File: src/rtl/multicycle_alu.sv
// Multi-cycle ALU: single-cycle logic/arithmetic ops, shifts done one bit per
// cycle, registered result with done pulse and held status flags.
module multicycle_alu #(
  parameter int WIDTH = 32
) (
  input  logic             clk,
  input  logic             reset,
  input  logic             start,
  input  logic [3:0]       ALUOperation,
  input  logic [WIDTH-1:0] A,
  input  logic [WIDTH-1:0] B,
  input  logic [4:0]       shamt,
  output logic             busy,
  output logic             done,
  output logic [WIDTH-1:0] ALUResult,
  output logic             Zero,
  output logic             Overflow,
  output logic             Illegal
);

  localparam int MSB = WIDTH - 1;

  localparam logic [3:0] OP_AND = 4'b0000;
  localparam logic [3:0] OP_OR  = 4'b0001;
  localparam logic [3:0] OP_NOR = 4'b0010;
  localparam logic [3:0] OP_ADD = 4'b0011;
  localparam logic [3:0] OP_SUB = 4'b0100;
  localparam logic [3:0] OP_SLL = 4'b0101;
  localparam logic [3:0] OP_SRL = 4'b0110;
  localparam logic [3:0] OP_LUI = 4'b0111;

  typedef enum logic [1:0] {IDLE, EXEC, SHIFT, DONE} state_t;

  state_t           state, state_next;
  logic [WIDTH-1:0] a_q, b_q, work;
  logic [3:0]       op_q;
  logic [4:0]       count;
  logic [WIDTH-1:0] sum, diff, exec_result;
  logic             exec_ovf, exec_illegal;
  logic             is_shift;

  assign busy     = (state != IDLE);
  assign done     = (state == DONE);
  assign is_shift = (ALUOperation == OP_SLL) || (ALUOperation == OP_SRL);
  assign sum      = a_q + b_q;
  assign diff     = a_q - b_q;

  always_comb begin
    exec_result  = '0;
    exec_ovf     = 1'b0;
    exec_illegal = 1'b0;
    case (op_q)
      OP_AND: exec_result = a_q & b_q;
      OP_OR:  exec_result = a_q | b_q;
      OP_NOR: exec_result = ~(a_q | b_q);
      OP_ADD: begin
        exec_result = sum;
        exec_ovf    = (a_q[MSB] == b_q[MSB]) && (sum[MSB] != a_q[MSB]);
      end
      OP_SUB: begin
        exec_result = diff;
        exec_ovf    = (a_q[MSB] != b_q[MSB]) && (diff[MSB] != a_q[MSB]);
      end
      // Shifts are routed through SHIFT and never reach EXEC.
      OP_SLL, OP_SRL: exec_result = b_q;
      OP_LUI: exec_result = b_q << 16;
      default: exec_illegal = 1'b1;
    endcase
  end

  always_comb begin
    state_next = state;
    case (state)
      IDLE:    if (start) state_next = is_shift ? SHIFT : EXEC;
      EXEC:    state_next = DONE;
      SHIFT:   if (count == '0) state_next = DONE;
      DONE:    state_next = IDLE;
      default: state_next = IDLE;
    endcase
  end

  always_ff @(posedge clk or negedge reset) begin
    if (!reset) state <= IDLE;
    else        state <= state_next;
  end

  always_ff @(posedge clk or negedge reset) begin
    if (!reset) begin
      a_q       <= '0;
      b_q       <= '0;
      work      <= '0;
      op_q      <= '0;
      count     <= '0;
      ALUResult <= '0;
      Zero      <= 1'b1;
      Overflow  <= 1'b0;
      Illegal   <= 1'b0;
    end else begin
      case (state)
        IDLE: if (start) begin
          a_q   <= A;
          b_q   <= B;
          work  <= B;
          op_q  <= ALUOperation;
          count <= shamt;
        end
        EXEC: begin
          ALUResult <= exec_result;
          Zero      <= (exec_result == '0);
          Overflow  <= exec_ovf;
          Illegal   <= exec_illegal;
        end
        SHIFT: begin
          if (count == '0) begin
            ALUResult <= work;
            Zero      <= (work == '0);
            Overflow  <= 1'b0;
            Illegal   <= 1'b0;
          end else begin
            work  <= (op_q == OP_SLL) ? (work << 1) : (work >> 1);
            count <= count - 5'd1;
          end
        end
        default: ;
      endcase
    end
  end

endmodule

File: config.mk
export PLATFORM = sky130hd
export DESIGN_NAME = multicycle_alu
export DESIGN_NICKNAME = d
export VERILOG_FILES = /design/src/rtl/multicycle_alu.sv
export SDC_FILE = /design/constraint.sdc
export NUM_CORES = 1
export LEC_CHECK = 0
export CAP_MARGIN = 20
export CORE_MARGIN = 4
export CORE_UTILIZATION = 40
export DETAILED_ROUTE_END_ITERATION = 16
export HOLD_SLACK_MARGIN = 0.03
export PLACE_DENSITY_LB_ADDON = 0.15
export SLEW_MARGIN = 0
export SYNTH_ARGS = -nofsm -noshare
export SYNTH_HDL_FRONTEND = slang
export SYNTH_SLANG_ARGS = --single-unit
File: constraint.sdc
create_clock -name clk -period 4.7 [get_ports clk]
set_clock_uncertainty 0.1 [all_clocks]
set_input_delay 0.705 -clock clk [delete_from_list [all_inputs] [get_ports clk]]
set_output_delay 0.705 -clock clk [all_outputs]
set_load 0.02 [all_outputs]
==> results of run 1 <==
[logic make-up (layout without fill, tap and decap cells)]
logic type / after synthesis / in the layout
adder cells (fa/ha/maj): 111 / 111
multiplexers: 134 / 134
AO/OA/AOI/OAI: 486 / 486
AND/OR/NAND/NOR: 427 / 427
XOR/XNOR: 9 / 9
buffers and inverters: 210 / 341
flip-flops: 142 / 142
[registers in the layout, indices dropped and copies added, names as in the netlist, 2 cells and up]
| register | count |
|---|---|
| count | 5 |
| op_q | 4 |
| ALUResult | 32 |
| state | 2 |
| b_q | 32 |
| a_q | 32 |
| work | 32 |
[worst paths after layout]
path	from	endpoint	slack (ps)	depth (start not counted)
hold reg to reg	ALUResult[0]$_DFFE_PN0P_	ALUResult[0]$_DFFE_PN0P_	380	2
max in group asynchronous	reset	a_q[21]$_DFFE_PN0P_	3250	2
hold / removal	reset	b_q[24]$_DFFE_PN0P_	190	1
setup / recovery	b_q[0]$_DFFE_PN0P_	Zero$_DFFE_PN1P_	200	14
min in group clk	ALUResult[0]$_DFFE_PN0P_	ALUResult[0]$_DFFE_PN0P_	380	2
setup reg to reg	b_q[0]$_DFFE_PN0P_	Zero$_DFFE_PN1P_	200	14
[routing by layer]
| layer | share of wire [%] | GRT usage, % | vias up |
|---|---|---|---|
| li1 | - | - | 5754 |
| met1 | 42 | 39.6 | 6094 |
| met2 | 47 | 49.2 | 558 |
| met3 | 7.3 | 5.29 | 117 |
| met4 | 3.9 | 10.5 | 0 |
| met5 | 0 | 0 | - |
[final cells by class]
cell class              instances  area, um2
fillers                      3032      15600
multi-input cells            1167       8170
flip-flops and latches        142       3550
repair buffers                194       1760
well taps                     396        495
clock buffers                  20        447
inverters                     115        432
clock inverters                12        184
[critical path: stages (launching register included)]
cell	delay [ps]
sky130_fd_sc_hd__dfrtp_1	440
sky130_fd_sc_hd__ha_1	260
sky130_fd_sc_hd__inv_1	70
sky130_fd_sc_hd__fa_1	410
sky130_fd_sc_hd__nor2b_1	160
sky130_fd_sc_hd__o211ai_1	240
sky130_fd_sc_hd__a21boi_0	390
sky130_fd_sc_hd__o311ai_0	160
sky130_fd_sc_hd__a221oi_1	350
sky130_fd_sc_hd__buf_4	210
sky130_fd_sc_hd__or4b_1	430
sky130_fd_sc_hd__or4_1	570
sky130_fd_sc_hd__nor4_4	270
sky130_fd_sc_hd__nand4_1	140
sky130_fd_sc_hd__o31ai_2	220
[through the flow]
stage               instance area (um2)  TNS [ps]  hold WS, ps  worst slack, ps
finish                            15000         0          192              199
detailed placement                14400         0          374              159
global placement                  14300         0          367              265
CTS                               15000         0          266              145
floorplan                         12500         0          309              715
global route                      15000     -19.0          281            -19.0
[cells in the mapped netlist, types with 6 or more instances]
cell type                   instances  area [um2]
sky130_fd_sc_hd__a2111oi_0         10        87.6
sky130_fd_sc_hd__a211oi_1          14         105
sky130_fd_sc_hd__a21boi_0           6        45.0
sky130_fd_sc_hd__a21o_1            19         143
sky130_fd_sc_hd__a21oi_1          113         566
sky130_fd_sc_hd__a221o_1           12         120
sky130_fd_sc_hd__a221oi_1          10        87.6
sky130_fd_sc_hd__a31oi_1           18         113
sky130_fd_sc_hd__and2_1             6        37.5
sky130_fd_sc_hd__and3_1             8        50.1
sky130_fd_sc_hd__buf_1             21        78.8
sky130_fd_sc_hd__clkbuf_1          69         259
sky130_fd_sc_hd__dfrtp_1          141        3530
sky130_fd_sc_hd__ha_1             109        1360
sky130_fd_sc_hd__inv_1            114         428
sky130_fd_sc_hd__mux2_2            74         833
sky130_fd_sc_hd__mux2i_1           60         601
sky130_fd_sc_hd__nand2_1          180         676
sky130_fd_sc_hd__nand2b_1           8        50.1
sky130_fd_sc_hd__nand3_1           27         135
sky130_fd_sc_hd__nand4_1           16         100
sky130_fd_sc_hd__nor2_1            87         327
sky130_fd_sc_hd__nor2b_1           16         100
sky130_fd_sc_hd__nor3_1            29         145
sky130_fd_sc_hd__nor4_1            18         113
sky130_fd_sc_hd__o211ai_1          21         158
sky130_fd_sc_hd__o21ai_0          143         716
sky130_fd_sc_hd__o21ai_1            8        40.0
sky130_fd_sc_hd__o21bai_1           9        67.6
sky130_fd_sc_hd__o221ai_1           8        70.1
sky130_fd_sc_hd__o22ai_1            6        37.5
sky130_fd_sc_hd__o31ai_1            9        67.6
sky130_fd_sc_hd__xnor2_1            7        61.3
[repair_timing]
item | in CTS | in global routing
endpoints found under the setup margin | 0 | 2
resized for setup | 0 | 10
endpoints found under the hold margin | 0 | 0
buffers inserted | 0 | 2
==> impl_metrics.json, run 1 <==
{
  "run_status": "finished, final reports clean",
  "synth-simple-area-share_pct": 15.9,
  "gp_congestion": 1.03,
  "max-clock-path-buffers": 2,
  "drc": 0,
  "async_reset_ff_share_pct": 100,
  "global_route_wire_length_before_repair_um": 76600,
  "dieArea_mm2": 0.0340,
  "placement.io_buffers": 112,
  "coreArea_mm2": 0.0307,
  "initial_utilization_pct": 40.6,
  "place_hpwl_um": 39500,
  "synth_xor_area_share_pct": 0.633,
  "crit_type": "register to register",
  "synth_compound_gate_area_share_pct": 25.7,
  "cts_bufs_inserted": 17,
  "main_combinational_cell_family_by_area_after_synthesis": "compound AO/OA/AOI/OAI gates",
  "max-cap-violations": 0,
  "worst_setup_hold_path_clk_slew_ps": 70,
  "post_synth_fa_ha_maj_area_fraction_pct": 11.3,
  "cp_required_ps": 4980,
  "min-delay-path-class": "primary input to asynchronous set/reset pin",
  "synth.area.mux_share_pct": 11.5,
  "drt.antenna.violating_nets": 0,
  "layout.core_utilization_pct": 49.0,
  "ys_ff_latch": 142,
  "synth_top_flop_cell": "sky130_fd_sc_hd__dfrtp_1",
  "ctsRootBufferMaster": "sky130_fd_sc_hd__clkbuf_16",
  "endpoint_kind": "register",
  "worstMarginPinSlew_ps": 1140,
  "firstDrtPassIters": 5,
  "fraction_of_final_layout_cells_with_drive_strength_greater_than_1_pct": 13.4,
  "pin_count_of_the_biggest_net_entering_global_routing": 91,
  "worst_skew_pair.late_latency_ps": 460,
  "cts_tree": "done",
  "drt_wl_total_um": 51600,
  "fp.dieH_um": 184,
  "first_global_vias": 12088,
  "cts_hold_buffers": 0,
  "clock.fmax_mhz": 222,
  "min_period_over_period_pct": 95.8,
  "number_of_ports_placed_on_the_die_boundary": 113,
  "mappedNetlistArea_mm2": 0.0125,
  "yosysWarnings": 0,
  "total_via_count_in_the_routed_design": 12523,
  "die_w_um": 184,
  "cp-start-kind": "register",
  "synth_enable_flop_cells": 0,
  "grt.total_usage_pct": 29.9,
  "area.growth.synth_to_final_pct": 20.7,
  "instance_count_after_placement_with_tap_cells_included": 2012,
  "yosysSeqAreaShare_pct": 28.5,
  "netlist_instances": 1519,
  "layout.nets": 1824,
  "worst-endpoint-arrival_ps": 4780,
  "overflow": 0,
  "numClockSinks": 142,
  "finalSetupViolations": 0,
  "timing.final.hold_violations": 0,
  "drtIter0Drc": 1385,
  "final_cell_mix": "178 x sky130_fd_sc_hd__nand2_1, 143 x sky130_fd_sc_hd__o21ai_0, 141 x sky130_fd_sc_hd__dfrtp_1",
  "mostFrequentLayoutCell": "sky130_fd_sc_hd__nand2_1",
  "cts.htree.levels": 4,
  "floorplan.rows": 64,
  "post_layout_nonfiller_instances": 2046,
  "finalWorstPathRequiredPeriod_ps": 4500,
  "detail_route.wl_per_cell_um": 25.2,
  "timing.slew.headroom_pct": 23.0,
  "number_of_antenna_repair_diodes": 0,
  "yosys.cell_types.count": 88,
  "post_drt_via_cell_ratio": 6.12,
  "synth.net_count": 1706,
  "antenna_found_initial": 0,
  "maxSlewViolCount": 0,
  "path_max_fanout": 6,
  "syn-mean-instance-area_um2": 8.20
}
Power of run 1 is not shown: default switching activity piles up to over one toggle a cycle in this logic, so the estimate is an artifact.
==> inputs of run 2 (changes only) <==
- CORE_MARGIN: 4 -> 5
==> impl_metrics.json, run 2 (synthesis gave the netlist of run 1 again) <==
{
  "area.growth.synth_to_final_pct": 20.1,
  "fraction_of_final_layout_cells_with_drive_strength_greater_than_1_pct": 13.1,
  "dp_worst_setup_slack_ps": 233,
  "fp.dieH_um": 186,
  "min-delay-path-class": "primary input to asynchronous set/reset pin",
  "cts_bufs_inserted": 17,
  "max-clock-path-buffers": 2,
  "cts_hold_buffers": 0,
  "post_cts_buffers": 0,
  "placement.io_buffers": 112,
  "worst_r2r_path_depth": 13,
  "rsz0062_at_grt": "false",
  "global_route_wire_length_before_repair_um": 76000,
  "clock.fmax_mhz": 223,
  "numClockSinks": 142,
  "detail_route.wl_per_cell_um": 24.7,
  "post_layout_nonfiller_instances": 2047,
  "path_max_fanout": 10,
  "die_w_um": 186,
  "firstDrtPassIters": 5,
  "layout.nets": 1825,
  "cts_tree": "done",
  "endpoint_kind": "register",
  "number_of_filler_instances_in_the_final_layout": 3016,
  "instance_count_after_placement_with_tap_cells_included": 2015,
  "mostFrequentLayoutCell": "sky130_fd_sc_hd__nand2_1",
  "number_of_antenna_repair_diodes": 0,
  "gp_congestion": 0.956,
  "drt_wl_total_um": 50500,
  "finalWorstPathRequiredPeriod_ps": 4490,
  "overflow": 0,
  "post_drt_via_cell_ratio": 6.10,
  "ctsRootBufferMaster": "sky130_fd_sc_hd__clkbuf_16",
  "worst_setup_hold_path_clk_slew_ps": 70,
  "first_global_vias": 12106,
  "final_cell_mix": "178 x sky130_fd_sc_hd__nand2_1, 143 x sky130_fd_sc_hd__o21ai_0, 140 x sky130_fd_sc_hd__dfrtp_1",
  "timing.final.hold_violations": 0,
  "dieArea_mm2": 0.0348,
  "fin_tns_setup_ps": 0,
  "total_via_count_in_the_routed_design": 12485,
  "antenna_found_initial": 1,
  "worst_skew_pair.late_latency_ps": 460,
  "maxSlewViolCount": 0,
  "worst-endpoint-arrival_ps": 4760,
  "drt.antenna.violating_nets": 0,
  "cts-resized-gates": 0,
  "number_of_ports_placed_on_the_die_boundary": 113,
  "finalSetupViolations": 0,
  "crit_type": "register to register",
  "grt.total_usage_pct": 28.0,
  "drtIter0Drc": 1247,
  "finalWorstSetupSlack_ps": 210,
  "timing.slew.headroom_pct": 31.8,
  "coreArea_mm2": 0.0307,
  "worstMarginPinSlew_ps": 1020,
  "cts.htree.levels": 4,
  "max-cap-violations": 0,
  "drc": 0,
  "run_status": "finished, final reports clean",
  "cp_required_ps": 4970,
  "cp-start-kind": "register",
  "place_hpwl_um": 38900,
  "floorplan.rows": 64,
  "min_period_over_period_pct": 95.5,
  "pin_count_of_the_biggest_net_entering_global_routing": 84,
  "hold_slack_ps": 181,
  "initial_utilization_pct": 40.6
}
-- run 2: worst paths after layout --
check                                                 end  slack, ps                      start
worst min register to register  ALUResult[19]$_DFFE_PN0P_        390  ALUResult[19]$_DFFE_PN0P_
min in group clk                ALUResult[19]$_DFFE_PN0P_        390  ALUResult[19]$_DFFE_PN0P_
max in group asynchronous             a_q[28]$_DFFE_PN0P_       3310                      reset
worst max-delay path                     Zero$_DFFE_PN1P_        210         b_q[6]$_DFFE_PN0P_
worst min-delay path                  a_q[22]$_DFFE_PN0P_        180                      reset
worst max register to register           Zero$_DFFE_PN1P_        210         b_q[6]$_DFFE_PN0P_
-- run 2: critical path, cell delays in order (launching register included) --
cell and delay, ps:
sky130_fd_sc_hd__dfrtp_1 480, sky130_fd_sc_hd__inv_1 110, sky130_fd_sc_hd__ha_1 430, sky130_fd_sc_hd__a21o_1 250
sky130_fd_sc_hd__a221oi_4 370, sky130_fd_sc_hd__nor2_2 100, sky130_fd_sc_hd__or3_4 420, sky130_fd_sc_hd__a2111oi_4 340
sky130_fd_sc_hd__a31oi_1 110, sky130_fd_sc_hd__or4b_1 550, sky130_fd_sc_hd__or4_1 550, sky130_fd_sc_hd__nor4_2 240
sky130_fd_sc_hd__nand4_1 130, sky130_fd_sc_hd__o31ai_2 220
-- run 2: through the flow --
stage	instance area [um2]	util [%]
CTS	14900	48.7
detailed placement	14400	46.8
floorplan	12500	-
global placement	14400	46.8
global route	15000	48.8
finish	15000	48.8
-- run 2: area by class of cell --
type	count	area [um2]	area share (%)
timing repair buffer	195	1750	11.7
inverter	115	432	2.89
clock buffer	22	454	3.04
tap	396	495	3.31
multi-input combinational	1167	8140	54.4
clock inverter	10	139	0.928
sequential	142	3560	23.8
-- run 2: routing by layer --
layer | track usage, % | up-vias | wire (um)
met5 | 0 | - | 13
met4 | 12.9 | 2 | 2470
met3 | 4.43 | 109 | 3060
met2 | 45.3 | 547 | 23400
met1 | 37.0 | 6065 | 21600
li1 | - | 5762 | -
Power of run 2 is left out for the same reason.
==> inputs of run 3 (changes only) <==
- CORE_ASPECT_RATIO: default -> 1.1
- CTS_CLUSTER_SIZE: default -> 16
- RECOVER_POWER: default -> 100
==> impl_metrics.json, run 3 (synthesis gave the netlist of run 1 again) <==
{
  "place_hpwl_um": 38200,
  "pin_count_of_the_biggest_net_entering_global_routing": 93,
  "gp_congestion": 1.01,
  "timing.hold.worst.start": "ALUResult[2]$_DFFE_PN0P_",
  "multi_input_area_mm2": 0.00813,
  "r2r_slack_ps": 90,
  "endpoint_kind": "register",
  "failed_checks": "capacitance limit, slew limit",
  "min_period_over_period_pct": 98.0,
  "global_route_wire_length_before_repair_um": 74300,
  "total_via_count_in_the_routed_design": 12339,
  "cts.htree.levels": 4,
  "fraction_of_final_layout_cells_with_drive_strength_greater_than_1_pct": 12.1,
  "stdcell_area_mm2": 0.0148,
  "number_of_antenna_repair_diodes": 0,
  "timing.final.hold_violations": 0,
  "dp_worst_setup_slack_ps": 80.3,
  "layout.core_utilization_pct": 48.5,
  "drc": 0,
  "timing.slew.headroom_pct": -118,
  "finalWorstPathRequiredPeriod_ps": 4610,
  "layout.nets": 1816,
  "path_max_fanout": 10,
  "coreArea_mm2": 0.0306,
  "maxSlewViolCount": 323,
  "cell_with_the_largest_stage_delay_on_the_worst_path": "sky130_fd_sc_hd__a2111oi_1",
  "area.growth.synth_to_final_pct": 19.1,
  "cp_cell_sequence": "inv_1, ha_1, a21oi_1, o21ai_1, a2111o_1, or3_1, a2111oi_1, a2bb2oi_1, a2111o_1, or4_1, nor4_2, nand4_1, o31ai_2",
  "detail_route.wl_per_cell_um": 23.9,
  "max-cap-violations": 5,
  "worst_r2r_path_depth": 13,
  "critical_path_most_common_cell": "sky130_fd_sc_hd__a2111o_1",
  "final_cell_mix": "179 x sky130_fd_sc_hd__nand2_1, 142 x sky130_fd_sc_hd__o21ai_0, 140 x sky130_fd_sc_hd__dfrtp_1",
  "fin_tns_setup_ps": 0,
  "worst-endpoint-arrival_ps": 4870,
  "placement.io_buffers": 112,
  "post_dp_cell_area_mm2": 0.0143,
  "drt_wl_total_um": 49100,
  "cts_tree": "done",
  "firstDrtPassIters": 6,
  "rr_startpoint": "b_q[17]$_DFFE_PN0P_",
  "worstMarginPinSlew_ps": 3270,
  "min_delay_worst_endpoint": "ALUResult[2]$_DFFE_PN0P_",
  "run_status": "finished, violations left",
  "die_w_um": 178,
  "rsz0062_at_grt": "false",
  "mostFrequentLayoutCell": "sky130_fd_sc_hd__nand2_1",
  "dieArea_mm2": 0.0348,
  "fp.dieH_um": 195,
  "initial_utilization_pct": 40.7,
  "r2r-end": "Zero$_DFFE_PN1P_",
  "crit_type": "register to register",
  "antenna_found_initial": 0,
  "number_of_filler_instances_in_the_final_layout": 2996,
  "cts_bufs_inserted": 17,
  "overflow": 0,
  "drtIter0Drc": 1174,
  "post_drt_via_cell_ratio": 6.00,
  "finalSetupViolations": 0,
  "worst_setup_hold_path_clk_slew_ps": 70,
  "grt.total_usage_pct": 27.8,
  "cp-start-kind": "register",
  "finalWorstSetupSlack_ps": 91.9,
  "first_global_vias": 12014,
  "max-clock-path-buffers": 2,
  "drt.antenna.violating_nets": 0,
  "number_of_ports_placed_on_the_die_boundary": 113,
  "clock.fmax_mhz": 217,
  "min_path_cells": 2,
  "ctsRootBufferMaster": "sky130_fd_sc_hd__clkbuf_16",
  "numClockSinks": 142,
  "floorplan.rows": 67,
  "cp_required_ps": 4960,
  "min-delay-path-class": "register to register",
  "cts_hold_buffers": 0,
  "sequential_cell_area_mm2": 0.00356,
  "worst_skew_pair.late_latency_ps": 450,
  "slowest_delay_ps": 460
}
run 3: area by class of cell:
cell class | count | share of cell area, %
Inverter | 115 | 2.91
Tap cell | 414 | 3.49
Sequential cell | 142 | 24.0
Timing Repair Buffer | 186 | 11.0
Clock inverter | 13 | 0.852
Multi-Input combinational cell | 1167 | 54.8
Clock buffer | 19 | 2.92
run 3: stage by stage:
stage,hold slack [ps],instances
after floorplan,309,1519
after global placement,369,2023
after detailed placement,372,2024
after CTS,160,2056
after global routing,403,2056
final,373,2056
run 3: per-layer routing:
metal | up-vias | global-route usage (%) | routed length [um]
met5 | - | 0 | 0
met4 | 0 | 13.8 | 2850
met3 | 123 | 3.81 | 2980
met2 | 492 | 45.3 | 23100
met1 | 5971 | 36.1 | 20300
li1 | 5753 | - | -
run 3: repair_timing:
item / CTS / global route
buffers inserted: 0 / 0
resized for setup: 0 / 10
endpoints found under the setup margin: 0 / 1
run 3: how the worst max path moves through the flow:
stage | startpoint | end | slack (ps) | cells past startpoint
after global routing | b_q[7]$_DFFE_PN0P_ | Zero$_DFFE_PN1P_ | 6 | 13
after CTS | b_q[7]$_DFFE_PN0P_ | Zero$_DFFE_PN1P_ | 60 | 13
after detailed placement | b_q[7]$_DFFE_PN0P_ | Zero$_DFFE_PN1P_ | 80 | 13
after floorplan | b_q[8]$_DFFE_PN0P_ | Zero$_DFFE_PN1P_ | 720 | 14
after global placement | b_q[15]$_DFFE_PN0P_ | Zero$_DFFE_PN1P_ | 140 | 13
final | b_q[17]$_DFFE_PN0P_ | Zero$_DFFE_PN1P_ | 90 | 13
run 3: critical path, delay by kind of cell, from the launching register on:
family | cells | cell delay (ps)
AOI/OAI and AO/OA | 7 | 2190
and+or+nand+nor | 4 | 1260
DFF | 1 | 450
adders and majority gates | 1 | 430
buffers and inverters | 1 | 90
Power of run 3 is left out for the same reason.
